**config.mk**
```make
export PLATFORM = sky130hd
export DESIGN_NAME = seq_gen
export DESIGN_NICKNAME = d
export VERILOG_FILES = /design/src/rtl/seq_gen_pkg.sv /design/src/rtl/seq_piso.sv /design/src/rtl/seq_gen.sv
export SDC_FILE = /design/constraint.sdc
export NUM_CORES = 1
export LEC_CHECK = 0
export ABC_CLOCK_PERIOD_IN_PS = 2300
export CAP_MARGIN = 20
export CORE_MARGIN = 3
export CORE_UTILIZATION = 45
export DETAILED_ROUTE_END_ITERATION = 8
export GPL_ROUTABILITY_DRIVEN = 1
export PLACE_DENSITY = 0.73
export SYNTH_ARGS = -nofsm -noshare
export SYNTH_HDL_FRONTEND = slang
export SYNTH_SLANG_ARGS = --single-unit
```
**constraint.sdc**
```tcl
create_clock -name Clk -period 2.3 [get_ports Clk]
set_clock_uncertainty 0.2 [all_clocks]
set_input_delay 0.46 -clock Clk [delete_from_list [all_inputs] [get_ports Clk]]
set_output_delay 0.46 -clock Clk [all_outputs]
set_load 0.03 [all_outputs]
```
**src/rtl/seq_gen_pkg.sv**
```systemverilog
// Shared state encoding and helpers for the seq_gen serial pattern transmitter.
package seq_gen_pkg;

   typedef enum logic [1:0] {
      IDLE  = 2'd0,
      SHIFT = 2'd1,
      GAP   = 2'd2,
      DONE  = 2'd3
   } state_e;

   // Level driven on B whenever no pattern bit is valid.
   localparam logic IDLE_LVL = 1'b0;

   function automatic int unsigned clamp_len(input int unsigned len, input int unsigned max_len);
      return (len > max_len) ? max_len : len;
   endfunction

endpackage

```
**src/rtl/seq_piso.sv**
```systemverilog
// Parallel-load, shift-left register; the bit presented is the one at position len_i-1,
// so a pattern of any length up to MAX_LEN is emitted MSB-first.
module seq_piso #(
   parameter int MAX_LEN = 8,
   parameter int LW      = $clog2(MAX_LEN + 1)
) (
   input  logic               Clk,
   input  logic               load_i,
   input  logic               shift_i,
   input  logic [MAX_LEN-1:0] data_i,
   input  logic [LW-1:0]      len_i,
   output logic               msb_o
);

   logic [MAX_LEN-1:0] shreg_q;
   logic [MAX_LEN-1:0] shreg_d;
   logic [LW-1:0]      idx;
   logic [MAX_LEN-1:0] sel_mask;

   always_comb begin
      shreg_d = shreg_q;
      if (load_i) begin
         shreg_d = data_i;
      end else if (shift_i) begin
         shreg_d = shreg_q << 1;
      end
   end

   // Pure data path: content is only observed while the controller is in SHIFT.
   always_ff @(posedge Clk) begin
      shreg_q <= shreg_d;
   end

   // Mask-based select keeps the read well defined for every len_i value.
   always_comb begin
      idx      = len_i - LW'(1);
      sel_mask = MAX_LEN'(1) << idx;
      msb_o    = |(shreg_q & sel_mask);
   end

endmodule

```
**src/rtl/seq_gen.sv**
```systemverilog
// Serial bit-pattern transmitter: emits a latched pattern MSB-first, repeated Reps times
// with Gap idle cycles between repetitions, then pulses Done.
module seq_gen
   import seq_gen_pkg::*;
#(
   parameter int MAX_LEN = 8,
   parameter int LW      = $clog2(MAX_LEN + 1),
   parameter int RW      = 8,
   parameter int GW      = 4
) (
   input  logic               Clk,
   input  logic               Rst,
   input  logic               Start,
   input  logic               Abort,
   input  logic [MAX_LEN-1:0] Pattern,
   input  logic [LW-1:0]      Len,
   input  logic [RW-1:0]      Reps,
   input  logic [GW-1:0]      Gap,
   output logic               B,
   output logic               B_vld,
   output logic               Busy,
   output logic               Done
);

   state_e             state_q, state_d;
   logic [LW-1:0]      bcnt_q, bcnt_d;
   logic [RW-1:0]      rcnt_q, rcnt_d;
   logic [GW-1:0]      gcnt_q, gcnt_d;
   logic [LW-1:0]      len_q, len_d;
   logic [GW-1:0]      gap_q, gap_d;
   logic [MAX_LEN-1:0] pat_q, pat_d;

   logic [LW-1:0]      len_clamped;
   logic               piso_load;
   logic               piso_shift;
   logic [MAX_LEN-1:0] piso_data;
   logic               piso_bit;

   assign len_clamped = LW'(clamp_len(32'(Len), MAX_LEN));

   // The initial load comes straight from the port; reloads use the latched copy.
   assign piso_data = (state_q == IDLE) ? Pattern : pat_q;

   seq_piso #(
      .MAX_LEN (MAX_LEN),
      .LW      (LW)
   ) u_piso (
      .Clk     (Clk),
      .load_i  (piso_load),
      .shift_i (piso_shift),
      .data_i  (piso_data),
      .len_i   (len_q),
      .msb_o   (piso_bit)
   );

   always_ff @(posedge Clk) begin
      if (Rst) begin
         state_q <= IDLE;
      end else begin
         state_q <= state_d;
      end
   end

   always_ff @(posedge Clk) begin
      if (Rst) begin
         bcnt_q <= '0;
         rcnt_q <= '0;
         gcnt_q <= '0;
         len_q  <= '0;
         gap_q  <= '0;
      end else begin
         bcnt_q <= bcnt_d;
         rcnt_q <= rcnt_d;
         gcnt_q <= gcnt_d;
         len_q  <= len_d;
         gap_q  <= gap_d;
      end
   end

   always_ff @(posedge Clk) begin
      pat_q <= pat_d;
   end

   // rcnt_q holds the repetitions still owed, including the one being shifted.
   always_comb begin
      state_d    = state_q;
      bcnt_d     = bcnt_q;
      rcnt_d     = rcnt_q;
      gcnt_d     = gcnt_q;
      len_d      = len_q;
      gap_d      = gap_q;
      pat_d      = pat_q;
      piso_load  = 1'b0;
      piso_shift = 1'b0;
      case (state_q)
         IDLE: begin
            if (Start) begin
               pat_d     = Pattern;
               len_d     = len_clamped;
               gap_d     = Gap;
               piso_load = 1'b1;
               if ((len_clamped == '0) || (Reps == '0)) begin
                  state_d = DONE;
               end else begin
                  state_d = SHIFT;
                  bcnt_d  = len_clamped;
                  rcnt_d  = Reps;
               end
            end
         end
         SHIFT: begin
            if (Abort) begin
               state_d = IDLE;
               bcnt_d  = '0;
               rcnt_d  = '0;
               gcnt_d  = '0;
            end else if (bcnt_q == LW'(1)) begin
               if (rcnt_q > RW'(1)) begin
                  rcnt_d = rcnt_q - RW'(1);
                  if (gap_q != '0) begin
                     state_d = GAP;
                     bcnt_d  = '0;
                     gcnt_d  = gap_q;
                  end else begin
                     piso_load = 1'b1;
                     bcnt_d    = len_q;
                  end
               end else begin
                  state_d = DONE;
                  bcnt_d  = '0;
                  rcnt_d  = '0;
               end
            end else begin
               piso_shift = 1'b1;
               bcnt_d     = bcnt_q - LW'(1);
            end
         end
         GAP: begin
            if (Abort) begin
               state_d = IDLE;
               bcnt_d  = '0;
               rcnt_d  = '0;
               gcnt_d  = '0;
            end else if (gcnt_q == GW'(1)) begin
               state_d   = SHIFT;
               gcnt_d    = '0;
               piso_load = 1'b1;
               bcnt_d    = len_q;
            end else begin
               gcnt_d = gcnt_q - GW'(1);
            end
         end
         DONE: begin
            state_d = IDLE;
         end
         default: begin
            state_d = IDLE;
         end
      endcase
   end

   always_comb begin
      B_vld = (state_q == SHIFT);
      B     = B_vld ? piso_bit : IDLE_LVL;
      Busy  = (state_q == SHIFT) || (state_q == GAP);
      Done  = (state_q == DONE);
   end

   a_idle_level : assert property (@(posedge Clk) disable iff (Rst) !B_vld |-> (B == IDLE_LVL));
   a_done_pulse : assert property (@(posedge Clk) disable iff (Rst) Done |=> !Done);
   a_done_idle  : assert property (@(posedge Clk) disable iff (Rst) !(Busy && Done));

endmodule

```
== After elaboration in Yosys (flattened, before gate mapping) ==
Cells that the tools add are included.

* $add $sub $neg: 4
* Multiply operators: 0
* Div/mod/pow operators: 0
* Order comparisons: 2
* Equal/unequal tests: 13
* Shifts and indexed selects: 1
* Muxes and demuxes: 48
* Bitwise gates (word level): 1
* Reduce and logical (&&, ||, !) cells: 15

{| class="wikitable"
|+ Operator list
! kind !! number
|-
| $mux 8 || 9
|-
| $mux 4 || 15
|-
| $pmux 8 s3 || 1
|-
| $mux 2 || 8
|-
| $pmux 4 s3 || 1
|-
| $reduce_and 4->1 || 3
|-
| $sub 4x1->4 const B || 3
|-
| $mux 1 || 11
|-
| $ne 3x2->1 const B || 3
|-
| $and 8x8->8 || 1
|-
| $eq 4x1->1 const B || 2
|-
| $gt 8x1->1 const B || 1
|-
| $logic_not 8->1 || 1
|-
| $pmux 2 s4 || 1
|-
| $pmux 4 s2 || 1
|-
| $reduce_or 8->1 || 1
|-
| $shl 1x4->8 const A || 1
|-
| $sub 8x1->8 const B || 1
|-
| $ne 2x2->1 const B || 3
|-
| $reduce_and 5->1 || 1
|-
| $eq 2x2->1 const B || 2
|-
| $gt 4x4->1 const B || 1
|-
| $logic_not 4->1 || 1
|-
| $ne 4x3->1 const B || 1
|-
| 9 further kinds || 11
|}

* Register bits after elaboration: 42
* Latch bits: 0
* RAM bits: 0
* Memory bits (read-only): 0
* Bits of input ports: 28
* Logic and storage cells: 92
* Memories: 0

== Depth between registers and ports, before layout ==
* Depth after elaboration: 7
* Mapped depth: 9
* Gate-level depth less buffers: 7

== Hierarchy ==
A second synthesis with hierarchy kept.

* Cell total of the unflattened synthesis: 274
* Area total of the unflattened synthesis: 2527.4 um^2

{| class="wikitable"
|+ By module, submodules not included
! module !! times used !! cells an instance !! area each (um^2)
|-
| seq_gen || 1 || 245 || 2093.3
|-
| seq_piso || 1 || 29 || 434.2
|}

== Least setup slack after synthesis ==
Ideal clock, no wire load.

* Path kind: reg2reg
* Start point: register state_q[1]
* End point: register u_piso.shreg_q[0] (enable)
* Setup time: 0.334 ns
* Arrival: 2.147 ns
* Path slack: -0.382 ns
* Cell stages (with the launch flop): 9
* Path buffers: 1
* Path through: dfxtp_1 -> inv_1 -> ha_1 -> nor2b_1 -> buf_2 -> o31ai_2 -> or3_4 -> a21oi_4 -> nand2b_1

* Word-level cells in the longest chain between the ends: 3

{| class="wikitable"
|+ Ends and longest elaborated chain
! element !! line !! text
|-
| start, declared || seq_gen.sv:25 || <nowiki>state_e state_q, state_d;</nowiki>
|-
| start signal, assigned || seq_gen.sv:60 || <nowiki>state_q <= state_d;</nowiki>
|-
| $eq 2x1->1 * || - ||
|-
| via B_vld || seq_gen.sv:20 || <nowiki>output logic B_vld,</nowiki>
|-
| $pmux 1 s3 or $mux 1 (tied branches) || seq_gen.sv:95 || <nowiki>case (state_q)</nowiki>
|-
| $reduce_bool 2->1 (no line) * || - ||
|-
| end signal, assigned || seq_piso.sv:31 || <nowiki>shreg_q <= shreg_d;</nowiki>
|-
| end, declared || seq_piso.sv:15 || <nowiki>logic [MAX_LEN-1:0] shreg_q;</nowiki>
|}

The timed path passes the listed nets; every way through them passes the cells marked *.
A chain may end at the register's enable or synchronous reset.

== Worst setup path in the final report ==
* Start point: register u_piso.shreg_q[5]
* End point: output port B

* Word-level cells in the longest chain between the ends: 3

{| class="wikitable"
|+ Ends and longest elaborated chain
! element !! line !! text
|-
| $and 8x8->8 || seq_piso.sv:38 || <nowiki>msb_o = |(shreg_q & sel_mask);</nowiki>
|-
| $reduce_or 8->1 || seq_piso.sv:38 ||
|-
| $mux 1 || seq_gen.sv:164 || <nowiki>B = B_vld ? piso_bit : IDLE_LVL;</nowiki>
|-
| end, declared || seq_gen.sv:19 || <nowiki>output logic B,</nowiki>
|}

No other way between the ends.

==> impl_summary.md <==
CTS
The total clock sinks is 42. No sink is reached through more buffers than the 2 on the longest clock path. After clock tree synthesis, the clock-pin slew on the worst setup and hold paths is 90 ps. The number of buffers added by the clock tree synthesis step is 5. The worst-skew pair later-pin latency is 300 ps. The root buffer cell chosen for the clock tree is sky130_fd_sc_hd__clkbuf_8.

TritonCTS built the clock tree. The maximum level of the CTS H-tree is 2.

Outcome
The run finished, with violations left. The final reports fail on negative setup slack.

Power and ir drop
Cell internal power was estimated by the tool at 2.99 mW. The power per unit of standard cell area is 1340 nW/um^2. The clock network burns 14.4% of the power. The combinational cell fraction of total power is 60.2%. The power share of the sequential group is 25.4%. The analysis attributes to cell leakage a power of 1.50 nW. IR analysis of the VDD net gives a maximum drop of 1.19 mV. The net switching power is 1.92 mW. Summing internal, switching and leakage power gives 4.91 mW. The net switching fraction of the power is 39.1%.

Route
Summing over every cut layer, the via total after detailed routing is 2,395. The number of DRC violations after detailed routing is 0. After detailed routing, the total wire length is 6.67 mm. Dividing the detail-routed via count by the number of cells gives 5.57. The detail route stage leaves a number of antenna-violating nets equal to 0. Dividing the detail-routed wire length by the instance count gives 15.5 microns. For this block, the initial DRC count from the detailed router was 99.

The number of optimization iterations in the first detailed-route pass is 4.

Synthesis
Yosys attributes the largest share of cell area to sky130_fd_sc_hd__dfxtp_1 21%, sky130_fd_sc_hd__edfxtp_1 20%, sky130_fd_sc_hd__mux2_2 6.4%. The portion of synthesized cell area occupied by the leading cell type is 21.2%. The summed instance area of the synthesized netlist is 2450 sq um. Summing the sequential cell areas from Yosys gives 40.8% of the chip area. The number of nets produced by synthesis is 301. By area, the combinational part of the netlist is dominated by compound AO/OA/AOI/OAI gates. During synthesis, Yosys emitted a total of 0 warnings. The number of distinct library cells after synthesis is 50. The average instance in the mapped netlist occupies 9.32 sq um. After synthesis, the share of cell area in mux cells is 8.98%.

In this run, synthesis inferred 16 flip-flops with an integrated enable. The synthesized design contains 42 register bits. After technology mapping, the gate count stands at 263. The post-synthesis simple-gate area fraction is 16.6%. After Yosys synthesis, XOR and XNOR cells account for 1.07% of the synthesized area. The synthesized netlist devotes 22.9% of its cell area to compound gates. The adder-cell share of the synthesized area is 5.10%. The async set-reset flop share out of synthesis is 0%. The most frequently used flop master after synthesis is sky130_fd_sc_hd__dfxtp_1.

Of all cell types, the one taking the most synthesized area is sky130_fd_sc_hd__dfxtp_1. After synthesis, the most frequently instantiated cells are 29 x sky130_fd_sc_hd__nor2_1, 26 x sky130_fd_sc_hd__dfxtp_1, 25 x sky130_fd_sc_hd__a21oi_1, 21 x sky130_fd_sc_hd__nand2_1. sky130_fd_sc_hd__nor2_1 is the most common cell in the netlist.

Finish
The final core area utilization is 71.0%. The final cell count without fillers is 430. The share of post-route cells with drive strength above 1 is 35.8%. The repair_antennas step left the layout with diodes totalling 0. The finished cells cover 3670 sq um. Compared with the post-synthesis result, the final layout area differs by 49.9%. The fill cell instance count of the final layout is 363.

The final-stage net count is 397.

Global route
Global routing used 22.2% of the available tracks across all layers. The largest net degree at the start of global routing is 28. The global-route wire length before repair is 11.1 mm. The number of global-route vias before repair is 2,305. The number of antenna violations at the first check in global routing is 0. The total overflow reported by the global router is 0.

Setup path
The endpoint arrival time on the critical path is 1730 ps. The worst setup path is launched from a register. By startpoint and endpoint, the worst setup path is classified as reg -> out. The kind of end point of the critical path is a primary output. The setup check on the worst reg-to-reg path leaves a slack of -90 ps. At the worst endpoint, the required time is 1640 ps.

Of all nets on the critical path, the largest fanout is 2.

Placed design
Counting tap cells, the placed design contains a total of 416 instances. The count of buffers added on input and output ports is 31. The placer's final routability congestion estimate is 0.808. The standard cell area after detailed placement is 3330 sq um. The pre-CTS setup slack is -549 ps.

The HPWL after detailed placement is 4.55 mm.

Timing
The setup TNS is -511 ps. Setup violations remaining at the end of the flow were counted as 7. The final period demand of the worst path is 2390 ps. Dividing the final minimum period by the clock period gives 104%. The worst slew margin relative to its limit is 50.5%. Setup repair after global routing could not meet its margin everywhere. After layout, the worst setup slack is -90.6 ps. The hold violation total from the final report is 0. For this run, the top clock speed supported by timing is 0.418 GHz.

The minimum hold slack is 281 ps. At the pin with the least slew margin, the transition time is 736 ps. The number of slew-limit violations in the final report is 0.

Die
The initialized floorplan defines 26 standard-cell rows. The die height is 79.8 microns. The area of the die is 6370 sq um. From left edge to right edge, the die measures 79.8 microns. The area of the core is 5170 sq um. Once the floorplan was initialized, standard cells occupied 47.4% of the core. The number of primary I/O pins is 32.

Min path
The path class of the tightest hold or removal check is reg -> reg.

Job
The total of max-cap violations is 0.
[area by class of cell]
class                      count  area (sq um)  share of cell area [%]
clock inverter                 3          68.8                    1.87
sequential                    42          1010                    27.4
multi-input combinational    195          1540                    41.8
clock buffer                   5          68.8                    1.87
inverter                      16          60.1                    1.63
timing repair buffer          99           846                    23.0
tap                           70          87.6                    2.38
[timing repair]
| action | CTS | global route |
|---|---|---|
| setup buffers | 2 | 2 |
| gates cloned | 2 | 0 |
| hold buffers | 0 | 0 |
| resized for setup | 30 | 16 |
| setup endpoints to repair | 24 | 31 |
| pin swaps | 7 | 4 |
[path summary, 6_finish.rpt]
check                                  startpoint                 to  depth (start not counted)
worst min-delay path                    rcnt_q[6]          rcnt_q[6]                          2
worst max register to register          bcnt_q[1]  u_piso.shreg_q[4]                          6
worst max-delay path            u_piso.shreg_q[5]                  B                          5
worst min register to register          rcnt_q[6]          rcnt_q[6]                          2
[placed cells by master, fill, tap and decap left out, types with 6 or more instances in the layout]
master,n
sky130_fd_sc_hd__a21oi_1,24
sky130_fd_sc_hd__mux2_4,6
sky130_fd_sc_hd__ha_1,6
sky130_fd_sc_hd__nand2_1,21
sky130_fd_sc_hd__buf_4,66
sky130_fd_sc_hd__clkdlybuf4s50_1,25
sky130_fd_sc_hd__mux2_2,8
sky130_fd_sc_hd__o21ai_0,9
sky130_fd_sc_hd__nor2_1,28
sky130_fd_sc_hd__edfxtp_1,16
sky130_fd_sc_hd__inv_1,14
sky130_fd_sc_hd__a211oi_1,6
sky130_fd_sc_hd__dfxtp_1,21
[registers in the layout, indices dropped and copies added (netlist names)]
signal          flops
u_piso.shreg_q      8
gap_q               4
bcnt_q              4
rcnt_q              8
state_q             2
gcnt_q              4
len_q               4
pat_q               8
[logic make-up (layout without fill, tap and decap cells)]
| logic type | count (synthesis) | in the layout |
|---|---|---|
| and+or+nand+nor | 83 | 83 |
| AOI/OAI and AO/OA | 78 | 80 |
| DFF | 42 | 42 |
| buffers and inverters | 28 | 123 |
| muxes | 19 | 19 |
| adders and majority gates | 10 | 10 |
| xor gates and xnor gates | 3 | 3 |
[critical path, cell delays in order, from the launching register on]
cell	delay, ps
sky130_fd_sc_hd__edfxtp_1	410
sky130_fd_sc_hd__mux4_2	490
sky130_fd_sc_hd__a21oi_2	180
sky130_fd_sc_hd__o21ai_2	80
sky130_fd_sc_hd__and2_4	140
sky130_fd_sc_hd__buf_6	130
[power by group through the flow]
| stage | clock network [mW] | registers (mW) | logic (mW) |
|---|---|---|---|
| after floorplan | 0 | 1.24 | 1.58 |
| final | 0.709 | 1.25 | 2.95 |
| after detailed placement | 0 | 1.24 | 2.54 |
| after CTS | 0.717 | 1.24 | 2.76 |
| after global placement | 0 | 1.23 | 2.50 |
| after global routing | 0.754 | 1.28 | 3.19 |
[routing by layer]
layer  vias to the layer above  global-route usage, %  wire (microns)
li1                       1172                      -               -
met1                      1145                   28.9            2970
met2                        66                   36.8            3210
met3                        12                   4.40             364
met4                         0                   7.26             123
met5                         -                      0               0
No activity file was read; power rests on OpenSTA's default activity.
==> patch 1: new RTL, same settings <==
`RW`: 8 -> 4.
--- a/src/rtl/seq_gen.sv
+++ b/src/rtl/seq_gen.sv
@@ -5,7 +5,7 @@
 #(
    parameter int MAX_LEN = 8,
    parameter int LW      = $clog2(MAX_LEN + 1),
-   parameter int RW      = 8,
+   parameter int RW      = 4,
    parameter int GW      = 4
 ) (
    input  logic               Clk,
Interface: changed (resized Reps); port bits go from 32 to 28. No check against the original RTL was run, so the function may have changed too.
==> patch 1 against the original RTL <==
Wire length shrank 23%. Sequential cell count shrank 4. Sequential share of layout area rose by 5.1 points. Largest cell class unchanged. Cell count fell by 20%. Area after synthesis down 11%. Count of clock-buffer cells in the layout increased by 2. Cell area decreased by 23%. Setup slack better by 0.091 ns. Global-route usage is 2.2 points lower.
Power is not compared: it rests on default switching activity, and its combinational part moved more than twofold at a synthesized area within 25%.
==> patch 1: results (changes against the original RTL) <==
- The cell area reported after detailed placement is 2690 um^2 (was 3330 um^2).
- The routed length on met1 was 2.42 mm (was 2.97 mm).
- Unique masters post-synth: 54 (was 50)
- Setup slack, reg-to-reg: 0.08 ns (was -0.09 ns)
- The detailed-route via count was 1,920 (was 2,395).
- Proportion of final cell area spent on non-clock buffers: 17.0% (was 23.0%)
- The met3 wirelength from detailed routing was 245 um (was 364 um).
* Wire length of the first global-routing pass: 8.53 mm (was 11.1 mm)
- The count of clock buffers in the final design came to 7 (was 5).
* Critical Path AT: 1.64 ns (was 1.73 ns)
- Result of the run: completed (was complete, but fails checks)
- Total wire length: 5.15 mm (was 6.67 mm)
* Cell count of the worst reg-to-reg path: 7 (was 6)
* Final weighted congestion of routability-driven global placement: 0.893 (was 0.808)
- The start point of the worst min-delay path is gcnt_q[3] (was rcnt_q[6]).
- Launch point of the worst path: len_q[1] (was u_piso.shreg_q[5])
* Nonclk buf count: 54 (was 99)
* Flip-flop and latch area: 925 um^2 (was 1010 um^2)
- The total number of sequential cells came to 38 (was 42).
- The multi-input gate count was 175 (was 195).
- Share of the final layout cell area in sequential cells: 32.5% (was 27.4%)
* Cell total after placement: 334 (was 416)
- FILL cells: 388 (was 363)
* PortBufs: 27 (was 31)
- Number of stages on the worst hold path: 1 (was 2)
- Worst slew margin: 62.0% (was 50.5%)
- CTS clk-pin slew, worst paths: 0.07 ns (was 0.09 ns)
* Via count of the first global-routing pass: 1,821 (was 2,305)
* Worst-case setup slack after placement: -0.126 ns (was -0.549 ns)
* Met1 Track Usage GR: 27.2% (was 28.9%)
- Leading cell types by count after synthesis: sky130_fd_sc_hd__nor2_1 (25), sky130_fd_sc_hd__a21oi_1 (22), sky130_fd_sc_hd__dfxtp_1 (22) (was sky130_fd_sc_hd__nor2_1 (29), sky130_fd_sc_hd__dfxtp_1 (26), sky130_fd_sc_hd__a21oi_1 (25))
- The maximum number of pins on one net before global-route repair was 17 (was 28).
* Clock network share of area: 4.10% (was 3.75%)
- Net total in the final layout: 324 (was 397)
- Synth Area in Adders: 5.76% (was 5.10%)
- End point of the worst hold path: gcnt_q[3] (was rcnt_q[6])
- HPWL Detailed: 3.95 mm (was 4.55 mm)
- Top post-synthesis cells by area: sky130_fd_sc_hd__edfxtp_1 (22%), sky130_fd_sc_hd__dfxtp_1 (20%), sky130_fd_sc_hd__mux2i_1 (6.0%) (was sky130_fd_sc_hd__dfxtp_1 (21%), sky130_fd_sc_hd__edfxtp_1 (20%), sky130_fd_sc_hd__mux2_2 (6.4%))
- Sequential element share of the synthesized area: 42.4% (was 40.8%)
- The global-route met2 utilization was 30.8% (was 36.8%).
- Final worst-path setup slack: 0.0000386 ns (was -0.0906 ns)
- Cells resized by post-CTS repair: 8 (was 30)
- Gate count of the mapped netlist: 236 (was 263)
* Largest registers: pat_q x8, u_piso.shreg_q x8 (was pat_q x8, rcnt_q x8, u_piso.shreg_q x8)
* Share of the synthesized area in compound gates (AO/OA/AOI/OAI): 21.2% (was 22.9%)
==> patch 1: through the flow <==
step	total power [W]	setup TNS, ns
2_1_floorplan	0.00174	0
3_3_place_gp	0.00212	-1.59
3_5_place_dp	0.00214	-2.53
4_1_cts	0.00275	-0.0417
5_1_grt	0.00291	-0.0664
6_report	0.00273	0
==> patch 1: worst reg2reg max path: stages, from the launching register on <==
cell and delay (ns):
sky130_fd_sc_hd__dfxtp_1 0.35, sky130_fd_sc_hd__inv_1 0.09, sky130_fd_sc_hd__ha_2 0.20, sky130_fd_sc_hd__or3b_4 0.41, sky130_fd_sc_hd__a21o_1 0.21, sky130_fd_sc_hd__a211o_4 0.37, sky130_fd_sc_hd__a211oi_2 0.22, sky130_fd_sc_hd__a211oi_1 0.07
==> patch 1: power breakdown <==
group	total [W]	internal [W]	switching, W
clock network	0.000582	0.000354	0.000228
logic	0.00115	0.000537	0.000616
registers	0.000992	0.000886	0.000105
==> patch 2: new RTL, same flow settings <==
Made on the original files. Register the inputs `Start`, `Abort`, `Pattern`, `Len`, `Reps` and `Gap` before use. The logic sees them one clock later. Comments in the files are not updated.
--- a/src/rtl/seq_gen.sv
+++ b/src/rtl/seq_gen.sv
@@ -22,6 +22,22 @@
    output logic               Done
 );
 
+   logic Start_q;
+   logic Abort_q;
+   logic [MAX_LEN-1:0] Pattern_q;
+   logic [LW-1:0] Len_q;
+   logic [RW-1:0] Reps_q;
+   logic [GW-1:0] Gap_q;
+
+   always_ff @(posedge Clk) begin
+      Start_q   <= Start;
+      Abort_q   <= Abort;
+      Pattern_q <= Pattern;
+      Len_q     <= Len;
+      Reps_q    <= Reps;
+      Gap_q     <= Gap;
+   end
+
    state_e             state_q, state_d;
    logic [LW-1:0]      bcnt_q, bcnt_d;
    logic [RW-1:0]      rcnt_q, rcnt_d;
@@ -36,10 +52,10 @@
    logic [MAX_LEN-1:0] piso_data;
    logic               piso_bit;
 
-   assign len_clamped = LW'(clamp_len(32'(Len), MAX_LEN));
+   assign len_clamped = LW'(clamp_len(32'(Len_q), MAX_LEN));
 
    // The initial load comes straight from the port; reloads use the latched copy.
-   assign piso_data = (state_q == IDLE) ? Pattern : pat_q;
+   assign piso_data = (state_q == IDLE) ? Pattern_q : pat_q;
 
    seq_piso #(
       .MAX_LEN (MAX_LEN),
@@ -94,22 +110,22 @@
       piso_shift = 1'b0;
       case (state_q)
          IDLE: begin
-            if (Start) begin
-               pat_d     = Pattern;
+            if (Start_q) begin
+               pat_d     = Pattern_q;
                len_d     = len_clamped;
-               gap_d     = Gap;
+               gap_d     = Gap_q;
                piso_load = 1'b1;
-               if ((len_clamped == '0) || (Reps == '0)) begin
+               if ((len_clamped == '0) || (Reps_q == '0)) begin
                   state_d = DONE;
                end else begin
                   state_d = SHIFT;
                   bcnt_d  = len_clamped;
-                  rcnt_d  = Reps;
+                  rcnt_d  = Reps_q;
                end
             end
          end
          SHIFT: begin
-            if (Abort) begin
+            if (Abort_q) begin
                state_d = IDLE;
                bcnt_d  = '0;
                rcnt_d  = '0;
@@ -136,7 +152,7 @@
             end
          end
          GAP: begin
-            if (Abort) begin
+            if (Abort_q) begin
                state_d = IDLE;
                bcnt_d  = '0;
                rcnt_d  = '0;
Function: changed (a bounded check fails within 4 cycles, from zero or initial values and one cycle with Rst high).
==> patch 2 against the original RTL <==
The run still ends with setup timing left. Wire length is 12% higher. Cell area up 13%. Setup slack gained 0.016 ns. Area after synthesis grew 24%. First-iteration DRC count increased by 130%. Power rose by 15%. Global-route usage fell by 1.8 points. Sequential share of layout area is 9.5 points higher. Sequential cell count rose by 26. Core utilization decreased by 6.5 points.
==> patch 2: results (changes against the original RTL) <==
* Cell count of the worst reg-to-reg path: 7 (was 6)
* Hold path start: Pattern_q[3] (was rcnt_q[6])
* Setup slack, reg-to-reg: -0.04 ns (was -0.09 ns)
- The count of non-filler cells in the finished layout is 473 (was 430).
- The number of endpoints failing setup at the final stage came to 7 (unchanged).
- Nonclk buf count: 84 (was 99)
* Invs w/o clock: 13 (was 16)
- Maximum number of pins on one net before global-route repair: 17 (was 28)
* Worst-case setup slack after placement: -0.203 ns (was -0.549 ns)
- Met3 wire length: 310 um (was 364 um)
- The maximum VDD drop is 0.778 mV (was 1.19 mV).
- HPWL Detailed: 5.52 mm (was 4.55 mm)
* Clock network power share: 18.2% (was 14.4%)
- Violated checks: setup timing (unchanged)
* Total negative setup slack: -0.277 ns (was -0.511 ns)
- Flop and latch count out of synthesis: 68 (was 42)
- Final weighted congestion of routability-driven global placement: 0.908 (was 0.808)
- The wire length of the first global-routing pass is 12.0 mm (was 11.1 mm).
- The number of nets in the final layout is 429 (was 397).
- Top post-synthesis cells by area: sky130_fd_sc_hd__dfxtp_1 (34%), sky130_fd_sc_hd__edfxtp_1 (16%), sky130_fd_sc_hd__a21oi_1 (5.9%) (was sky130_fd_sc_hd__dfxtp_1 (21%), sky130_fd_sc_hd__edfxtp_1 (20%), sky130_fd_sc_hd__mux2_2 (6.4%)).
* Area after detailed placement: 3850 um^2 (was 3330 um^2)
- Gate count of the mapped netlist: 305 (was 263)
- Clock insertion delay at the later pin of the skew report: 0.36 ns (was 0.30 ns)
- Result of the run: complete, but fails checks (unchanged)
* Layout cell share with drive strength beyond 1: 29.0% (was 35.8%)
- Share of power burned in registers: 30.8% (was 25.4%)
- Number of H-tree branching levels: 3 (was 2)
- The number of resized instances in the post-cts repair step came to 12 (was 30).
* Leakage: 1.63 nW (was 1.50 nW)
- Final worst-path setup slack: -0.0746 ns (was -0.0906 ns)
* Layout multi-input combinational cell count: 215 (was 195)
- Leading cell types by count after synthesis: sky130_fd_sc_hd__dfxtp_1 (52), sky130_fd_sc_hd__a21oi_1 (36), sky130_fd_sc_hd__nand2_1 (24) (was sky130_fd_sc_hd__nor2_1 (29), sky130_fd_sc_hd__dfxtp_1 (26), sky130_fd_sc_hd__a21oi_1 (25)).
* Global router's overall resource usage: 20.4% (was 22.2%)
- Share of the final layout cell area in sequential cells: 36.9% (was 27.4%)
- The count of clock buffers in the final design was 9 (was 5).
* M1 wire length: 3.37 mm (was 2.97 mm)
* Vias after detailed routing: 2,592 (was 2,395)
- Drt first-iter violations: 231 (was 99)
-- patch 2: cell types whose count changed after synthesis, moves of 4 or more --
cell	change
sky130_fd_sc_hd__o22ai_1	+4
sky130_fd_sc_hd__dfxtp_1	+26
sky130_fd_sc_hd__a21o_1	+5
sky130_fd_sc_hd__a21oi_1	+11
sky130_fd_sc_hd__nor2_1	-8
sky130_fd_sc_hd__nand2b_1	+5
sky130_fd_sc_hd__inv_1	-4
sky130_fd_sc_hd__nand3b_1	+5
-- patch 2: stage by stage --
stage | util, % | power [W] | hold WS [ns]
after global placement | 60.0 | 0.00438 | 0.207
after global routing | 64.5 | 0.00597 | 0.256
final | 64.5 | 0.00564 | 0.237
after detailed placement | 60.0 | 0.00447 | 0.218
after floorplan | - | 0.00341 | 0.203
after CTS | 63.5 | 0.00554 | 0.240
-- patch 2: worst min-delay path by stage --
stage / end / slack (ns) / cells past startpoint
2_1_floorplan: pat_q[1] / 0.20 / 0
3_3_place_gp: pat_q[2] / 0.21 / 0
3_5_place_dp: pat_q[1] / 0.22 / 0
4_1_cts: pat_q[1] / 0.24 / 0
5_1_grt: pat_q[3] / 0.26 / 0
6_report: pat_q[3] / 0.24 / 0
-- patch 2: cells by family (layout without fill, tap and decap cells) --
family,after synthesis,after routing,synth area share [%]
AOI/OAI and AO/OA,86,86,17.9
xor gates and xnor gates,1,1,0.289
adders and majority gates,10,10,4.13
buffers and inverters,22,113,2.77
DFF,68,68,50.2
muxes,18,18,6.94
and+or+nand+nor,100,100,17.7
-- patch 2: per-layer routing --
layer / global-route usage, % / vias up
li1: - / 1300
met1: 25.8 / 1219
met2: 33.6 / 58
met3: 3.86 / 15
met4: 10.0 / 0
met5: 0 / -
